$ cat src/rtl/stopwatch_ctrl_pkg.sv
// Shared types and constants for the stopwatch mode controller and its BCD counters.
package stopwatch_pkg;

  localparam int unsigned DIGIT_W = 4;
  localparam logic [7:0]  SEC_MAX = 8'h59;

  typedef enum logic [1:0] {
    ST_RUN   = 2'd0,
    ST_PAUSE = 2'd1,
    ST_ADJ   = 2'd2
  } state_t;

  // Decimal 0..99 to packed two-digit BCD.
  function automatic logic [7:0] to_bcd(input int unsigned v);
    logic [DIGIT_W-1:0] tens;
    logic [DIGIT_W-1:0] ones;
    tens = DIGIT_W'((v / 10) % 10);
    ones = DIGIT_W'(v % 10);
    return {tens, ones};
  endfunction

endpackage

$ cat src/rtl/stopwatch_ctrl_bcd2_counter.sv
// Two-digit BCD counter with a wrap value; clear beats increment.
module bcd2_counter
  import stopwatch_pkg::*;
#(
  parameter logic [7:0] MAX = SEC_MAX
) (
  input  logic       clk,
  input  logic       rst,
  input  logic       inc,
  input  logic       clr,
  output logic [7:0] value,
  output logic       wrap
);

  logic [7:0]         value_nxt;
  logic [DIGIT_W-1:0] tens;
  logic [DIGIT_W-1:0] ones;

  assign tens = value[7:4];
  assign ones = value[3:0];
  assign wrap = inc && (value == MAX);

  always_comb begin
    value_nxt = value;
    if (clr) begin
      value_nxt = '0;
    end else if (inc) begin
      if (value == MAX)
        value_nxt = '0;
      else if (ones >= DIGIT_W'(9))
        value_nxt = {tens + DIGIT_W'(1), DIGIT_W'(0)};
      else
        value_nxt = {tens, ones + DIGIT_W'(1)};
    end
  end

  always_ff @(posedge clk) begin
    if (!rst)
      value <= '0;
    else
      value <= value_nxt;
  end

endmodule

$ cat src/rtl/stopwatch_ctrl.sv
// Stopwatch mode FSM (run/pause/adjust), minutes:seconds BCD time base and blink control.
module stopwatch_ctrl
  import stopwatch_pkg::*;
#(
  parameter int unsigned MAX_MIN = 59
) (
  input  logic       clk,
  input  logic       rst,
  input  logic       tick_1hz,
  input  logic       tick_2hz,
  input  logic       pause_pls,
  input  logic       clear_pls,
  input  logic       adj,
  input  logic       sel,
  output logic [7:0] minutes,
  output logic [7:0] seconds,
  output logic       blank_min,
  output logic       blank_sec,
  output logic [1:0] state
);

  state_t cur;
  state_t nxt;
  logic   phase;
  logic   phase_nxt;
  logic   sec_inc;
  logic   min_inc;
  logic   sec_wrap;
  logic   min_wrap_unused;

  // Counting is decided from the state before the edge, so a mode request
  // and a tick in the same cycle see the old mode.
  assign sec_inc = (cur == ST_RUN && tick_1hz) || (cur == ST_ADJ && sel && tick_2hz);
  assign min_inc = (cur == ST_RUN && sec_wrap) || (cur == ST_ADJ && !sel && tick_2hz);

  bcd2_counter #(
    .MAX(SEC_MAX)
  ) u_sec (
    .clk  (clk),
    .rst  (rst),
    .inc  (sec_inc),
    .clr  (clear_pls),
    .value(seconds),
    .wrap (sec_wrap)
  );

  bcd2_counter #(
    .MAX(to_bcd(MAX_MIN))
  ) u_min (
    .clk  (clk),
    .rst  (rst),
    .inc  (min_inc),
    .clr  (clear_pls),
    .value(minutes),
    .wrap (min_wrap_unused)
  );

  always_comb begin
    nxt = cur;
    if (adj)
      nxt = ST_ADJ;
    else if (cur == ST_ADJ)
      nxt = ST_PAUSE;
    else if (cur == ST_RUN && pause_pls)
      nxt = ST_PAUSE;
    else if (cur == ST_PAUSE && pause_pls)
      nxt = ST_RUN;
  end

  always_comb begin
    phase_nxt = phase;
    if (clear_pls || (cur != ST_ADJ && nxt == ST_ADJ))
      phase_nxt = 1'b0;
    else if (cur == ST_ADJ && tick_2hz)
      phase_nxt = !phase;
  end

  // Blank outputs are registered from the post-edge mode/phase and the sampled sel.
  always_ff @(posedge clk) begin
    if (!rst) begin
      cur       <= ST_RUN;
      phase     <= 1'b0;
      blank_min <= 1'b0;
      blank_sec <= 1'b0;
    end else begin
      cur       <= nxt;
      phase     <= phase_nxt;
      blank_min <= (nxt == ST_ADJ) && !sel && phase_nxt;
      blank_sec <= (nxt == ST_ADJ) && sel && phase_nxt;
    end
  end

  assign state = cur;

endmodule

$ cat config.mk
export PLATFORM = sky130hd
export DESIGN_NAME = stopwatch_ctrl
export DESIGN_NICKNAME = d
export VERILOG_FILES = /design/src/rtl/stopwatch_ctrl_pkg.sv /design/src/rtl/stopwatch_ctrl_bcd2_counter.sv /design/src/rtl/stopwatch_ctrl.sv
export SDC_FILE = /design/constraint.sdc
export NUM_CORES = 1
export LEC_CHECK = 0
export CAP_MARGIN = 20
export CORE_ASPECT_RATIO = 1.5
export CORE_MARGIN = 1
export CORE_UTILIZATION = 40
export DETAILED_ROUTE_END_ITERATION = 10
export HOLD_SLACK_MARGIN = 0.05
export PLACE_DENSITY_LB_ADDON = 0.1
export SLEW_MARGIN = 10
export SYNTH_ARGS = -nofsm -noshare
export SYNTH_HDL_FRONTEND = slang
export SYNTH_SLANG_ARGS = --single-unit
$ cat constraint.sdc
create_clock -name clk -period 1.8 [get_ports clk]
set_input_delay 0.27 -clock clk [delete_from_list [all_inputs] [get_ports clk]]
set_output_delay 0.27 -clock clk [all_outputs]
set_load 0.005 [all_outputs]
# Yosys cells after proc, flatten, opt, wreduce, memory -nomap -nowiden
# Cells that the tools add are included.
[op_classes]
n_reduce_logical = 26
n_bitwise = 1
n_eq_ne = 6
n_mux = 10
n_lt_le_gt_ge = 2
addsub = 4
[op_table]
columns = ["operator", "n"]
rows = [
  ["8-bit two-way mux", 4],
  ["4-bit by 1-bit adder with 4-bit output (second input constant)", 4],
  ["8-bit by 7-bit equality test with 1-bit output (second input constant)", 2],
  ["1-bit logical AND", 15],
  ["4-bit greater-or-equal comparator (second input constant)", 2],
  ["2-bit two-way mux", 4],
  ["2-bit equality test (second input constant)", 2],
  ["2-bit AND reduction", 2],
  ["2-bit nonzero test", 2],
  ["1-bit logical OR", 3],
  ["2-bit by 1-bit equality test with 1-bit output (second input constant)", 1],
  ["1-bit logical NOT", 2],
  ["2-bit logical NOT", 1],
  ["1-bit two-way mux", 2],
  ["2-bit inequality test (second input constant)", 1],
  ["2-bit OR reduction", 1],
  ["1-bit NOT", 1],
]
[word_totals]
out_inout_bits = 20
wordCells = 57
ff_bits = 21

# Longest topological paths before layout
[logic_depth]
ltp_word = 11
mapped_depth = 7

# Modules after synthesis
# Synthesis repeated with hierarchy kept, for this count alone.
[hier_totals]
cells_unflattened = 130
hier_area_um2 = 1154.9
[modules_own_cells]
columns = ["module", "seq_area_each_um2", "area_each_um2", "n_inst", "cells_per_inst"]
rows = [
  ["bcd2_counter", 160.2, 461.7, 2, 52],
  ["stopwatch_ctrl", 100.1, 231.5, 1, 26],
]

# Worst setup path before layout
# No wires, ideal clock.
[synth_timing]
path_type = "reg2reg"
start = "register u_sec.value[1]"
end = "register u_sec.value[6]"
stages_incl_launch_ff = 7
path_buffers = 0
period_less_slack_ns = 1.694
arrival_ns = 1.577
setup_ns = 0.117
required_time_ns = 1.683
setup_slack_ns = 0.106
cell_sequence = "dfxtp_1 > inv_1 > ha_1 > or3b_2 > nand2_1 > nor3_1 > a32o_1"
[synth_via]
elab_chain_cells = 3
[synth_lines]
columns = ["item", "line", "text"]
rows = [
  ["start: declaration", "stopwatch_ctrl_bcd2_counter.sv:11", "output logic [7:0] value,"],
  ["start signal: assignment", "stopwatch_ctrl_bcd2_counter.sv:41", "value <= value_nxt;"],
  ["4-bit greater-or-equal comparator or 8-bit by 7-bit equality test with 1-bit output (tied branches)", "stopwatch_ctrl_bcd2_counter.sv:30, stopwatch_ctrl_bcd2_counter.sv:28", ""],
  ["2-bit nonzero test (no source line)", "n/a", ""],
  ["2-bit AND reduction (no source line)", "n/a", ""],
]
# Parallel ways exist; a longest one is shown, timed or not.
# A chain may end at the register's enable or synchronous reset.

# Worst setup path in the final report
[layout_timing]
start = "register u_min.value[1]"
end = "register u_min.value[6]"
[layout_via]
elab_chain_cells = 3
[layout_lines]
columns = ["item", "line"]
rows = [
  ["start: declaration", "stopwatch_ctrl_bcd2_counter.sv:11"],
  ["start signal: assignment", "stopwatch_ctrl_bcd2_counter.sv:41"],
  ["4-bit greater-or-equal comparator or 8-bit by 7-bit equality test with 1-bit output (tied branches)", "stopwatch_ctrl_bcd2_counter.sv:30, stopwatch_ctrl_bcd2_counter.sv:28"],
  ["2-bit nonzero test (no source line)", "n/a"],
  ["2-bit AND reduction (no source line)", "n/a"],
]
# Parallel ways exist; a longest one is shown, timed or not.

==> results.py <==
metrics = {
    "run_status": {
        "status": "completed",
    },
    "synthesis": {
        "syn-num-nets": 148,
        "synth.yosys.seq_area_share_pct": 36.0,
        "synth.most_common_cell": "sky130_fd_sc_hd__dfxtp_1",
        "synth_seq_cells": 21,
        "synth_edf_count": 0,
        "synth.lib_cells_used.distinct": 44,
        "async_reset_ff_share_pct": 0,
        "netlist_top_cells_count": "sky130_fd_sc_hd__dfxtp_1, sky130_fd_sc_hd__a21oi_1, sky130_fd_sc_hd__ha_1",
        "synthesis.area_mm2": 0.00117,
        "netlist.top_cell.by_area": "sky130_fd_sc_hd__dfxtp_1",
        "synthesized_area_divided_by_synthesized_cell_count_um2": 8.99,
        "syn_inst": 130,
        "ys_warn_count": 0,
        "synthDominantCellAreaShare_pct": 36.0,
        "synth_flop_cell": "sky130_fd_sc_hd__dfxtp_1",
        "synth_top_cells_by_area": "sky130_fd_sc_hd__dfxtp_1, sky130_fd_sc_hd__ha_1, sky130_fd_sc_hd__a21oi_1, sky130_fd_sc_hd__nand3_1, sky130_fd_sc_hd__o21ai_0",
    },
    "cts": {
        "tritoncts": "done",
        "cts.root.buffer_cell": "sky130_fd_sc_hd__clkbuf_8",
        "number_of_sinks_on_the_clock_net": 21,
        "cts.htree.levels": 1,
        "clk_transition_reported_paths_ns": 0.08,
        "clock_tree.buffer_depth": 2,
        "cts_inserted_buffers": 3,
        "clkLatencyLatePin_ns": 0.26,
    },
    "timing": {
        "setup_viol_count_final": 0,
        "post-route-period-util_pct": 97.3,
        "post-route-min-period_ns": 1.75,
        "grt_setup_unrepaired": "yes",
        "drv_slew": 0,
        "worst_slack_setup_final_ns": 0.0488,
        "slew-limit-headroom_pct": 74.8,
        "worst-slew-pin-transition_ns": 0.376,
        "fmax_ghz": 0.571,
        "finClkSkew_ns": 0.00344,
        "timing_hold_violations_final": 0,
    },
    "global_route": {
        "largest_net_degree_at_the_start_of_global_routing": 16,
        "grt_remaining_overflow": 0,
        "grt_antenna_before_repair": 0,
        "grt_usage_pct": 19.4,
        "grt_first_pass_wirelength_mm": 4.52,
        "first_global_vias": 1090,
    },
    "detailed_routing": {
        "detail_route.wirelength_mm": 2.84,
        "drt-vias-per-instance": 5.33,
        "num_vias": 1120,
        "wl_per_cell_um": 13.5,
        "remaining_drc_errors": 0,
        "drt_pre_antenna_iters": 4,
        "detail-route-antenna-nets": 0,
        "initialDrtViolationCount": 13,
    },
    "run": {
        "drv.max_cap_violation_count": 0,
    },
    "worst_setup_path": {
        "crit_arrival_ns": 1.91,
        "path_class": "flop to flop",
        "cp_slowest_cell": "sky130_fd_sc_hd__or3b_4",
        "timing.critical_path.slowest_cell_delay_ns": 0.38,
        "worst-path-max-fanout": 7,
        "critical_path.n_buffers_inverters": 2,
        "worstPathRequired_ns": 1.95,
        "timing.critical_path.from_type": "flop",
        "critical_path.cell_chain": "inv_2, ha_2, or3b_4, nand3b_1, buf_4, nor3b_1, o221a_2",
        "timing.critical_path.max_delay_family": "simple AND/OR/NAND/NOR gates",
        "crit_path_capture_type": "flop",
    },
    "power_and_ir_drop": {
        "power.sequential.fraction_pct": 53.9,
        "power.ir.vdd_worst_mv": 0.408,
        "sw_frac_of_total_pct": 23.4,
        "pwr-share-comb_pct": 11.6,
        "leakage_power_figure_nw": 0.637,
        "internal-power_mw": 0.680,
        "p_per_area_mw_per_mm2": 525,
        "power.share.clock_pct": 34.5,
        "p_sw_mw": 0.207,
    },
    "final_layout": {
        "finalNetCount": 192,
        "n_antenna_cell": 0,
        "filler_cell_count": 241,
        "post_route_cells_drive_above_1_share_pct": 23.7,
        "area_growth_syn_to_layout_pct": 44.6,
        "final_area_mm2": 0.00169,
    },
    "floorplanning": {
        "io-pin-count": 28,
        "die_w_um": 46.1,
        "initial_core_util_pct": 42.7,
        "core_mm2": 0.00273,
        "floorplan.die.height_um": 68.2,
        "num_rows": 23,
        "die_area_mm2": 0.00315,
    },
    "placement": {
        "final_weighted_congestion_in_routability_driven_placement": 0.811,
        "dpl_worst_slack_ns": -0.147,
        "dp.final_hpwl_mm": 2.23,
        "io_buffers": 27,
        "dpl_cell_area_mm2": 0.00157,
    },
    "hold_path": {
        "worst_hold_path_type": "flop to flop",
    },
}
## per-stage QoR
step	total power, mW	cells	hold WS [ns]	utilization (%)	setup TNS, ns
after floorplan	0.531	130	0.342	-	0
after global placement	0.585	204	0.519	57.5	-0.406
after detailed placement	0.588	204	0.522	57.5	-0.788
after CTS	0.895	208	0.532	59.5	0
after global routing	0.928	210	0.596	61.8	-0.0228
final	0.887	210	0.541	61.8	0
## worst paths after layout
path	slack [ns]	start	cells past startpoint	to
setup / recovery	0.05	u_min.value[1]$_SDFFE_PP0P_	7	u_min.value[6]$_SDFFE_PP0P_
hold / removal	0.54	u_sec.value[2]$_SDFFE_PP0P_	2	u_sec.value[2]$_SDFFE_PP0P_
setup reg to reg	0.05	u_min.value[1]$_SDFFE_PP0P_	7	u_min.value[6]$_SDFFE_PP0P_
hold reg to reg	0.54	u_sec.value[2]$_SDFFE_PP0P_	2	u_sec.value[2]$_SDFFE_PP0P_
## per-layer routing
metal	part of all wire (%)	routed length, µm	track usage [%]
met1	40	1150	21.0
met4	1.2	35	7.72
met5	0	0	0
met3	2.4	69	2.64
met2	56	1590	36.3
## cell type report
type	count	area [µm²]	area share (%)
clock buffers	3	41.3	2.44
clock inverters	1	5.00	0.296
inverters	8	30.0	1.78
multi-input cells	97	753	44.6
flip-flops and latches	21	424	25.1
well taps	37	46.3	2.74
repair buffers	43	390	23.1
## power by group through the flow
| stage | sequential [mW] | clock, mW | combinational [mW] |
|---|---|---|---|
| after floorplan | 0.486 | 0 | 0.0440 |
| after global placement | 0.488 | 0 | 0.0969 |
| after detailed placement | 0.489 | 0 | 0.0989 |
| after CTS | 0.478 | 0.317 | 0.100 |
| after global routing | 0.480 | 0.336 | 0.112 |
| final | 0.478 | 0.306 | 0.103 |
## state kept, by name, summed over array words and instances (netlist names)
register / flops
u_min.value: 8
blank_sec: 1
blank_min: 1
u_sec.value: 8
phase: 1
state: 2
## worst min-delay path, stage by stage, from the launching register on
cell and delay [ns]:
sky130_fd_sc_hd__dfxtp_1 0.35, sky130_fd_sc_hd__o21ai_0 0.09, sky130_fd_sc_hd__a21oi_1 0.06
## timing repair
action                                  4_1_cts  5_1_grt
pin swaps                                     0        5
gates resized for setup                       1       16
endpoints found under the setup margin        1        8
hold buffers                                  0        0
buffers inserted                              0        2
## placed cells by master (no fill, tap or decap), drive strengths merged, types with 6 or more instances in the layout
cell type	netlist	layout
buf	1	16
inv	8	8
nand3	9	9
ha	10	10
dfxtp	21	21
nor3	6	6
a21oi	12	12
o21ai	7	7
clkdlybuf4s50	0	27
nor2	7	7
## kinds of logic after synthesis
logic type	count (synthesis)	synth area share [%]
buf+inv	12	4.18
fa+ha+maj	10	10.7
simple gates	51	27.5
xor+xnor	2	1.50
compound gates	34	20.1
flops	21	36.0
Note: power is estimated with default switching activity, not from simulation.
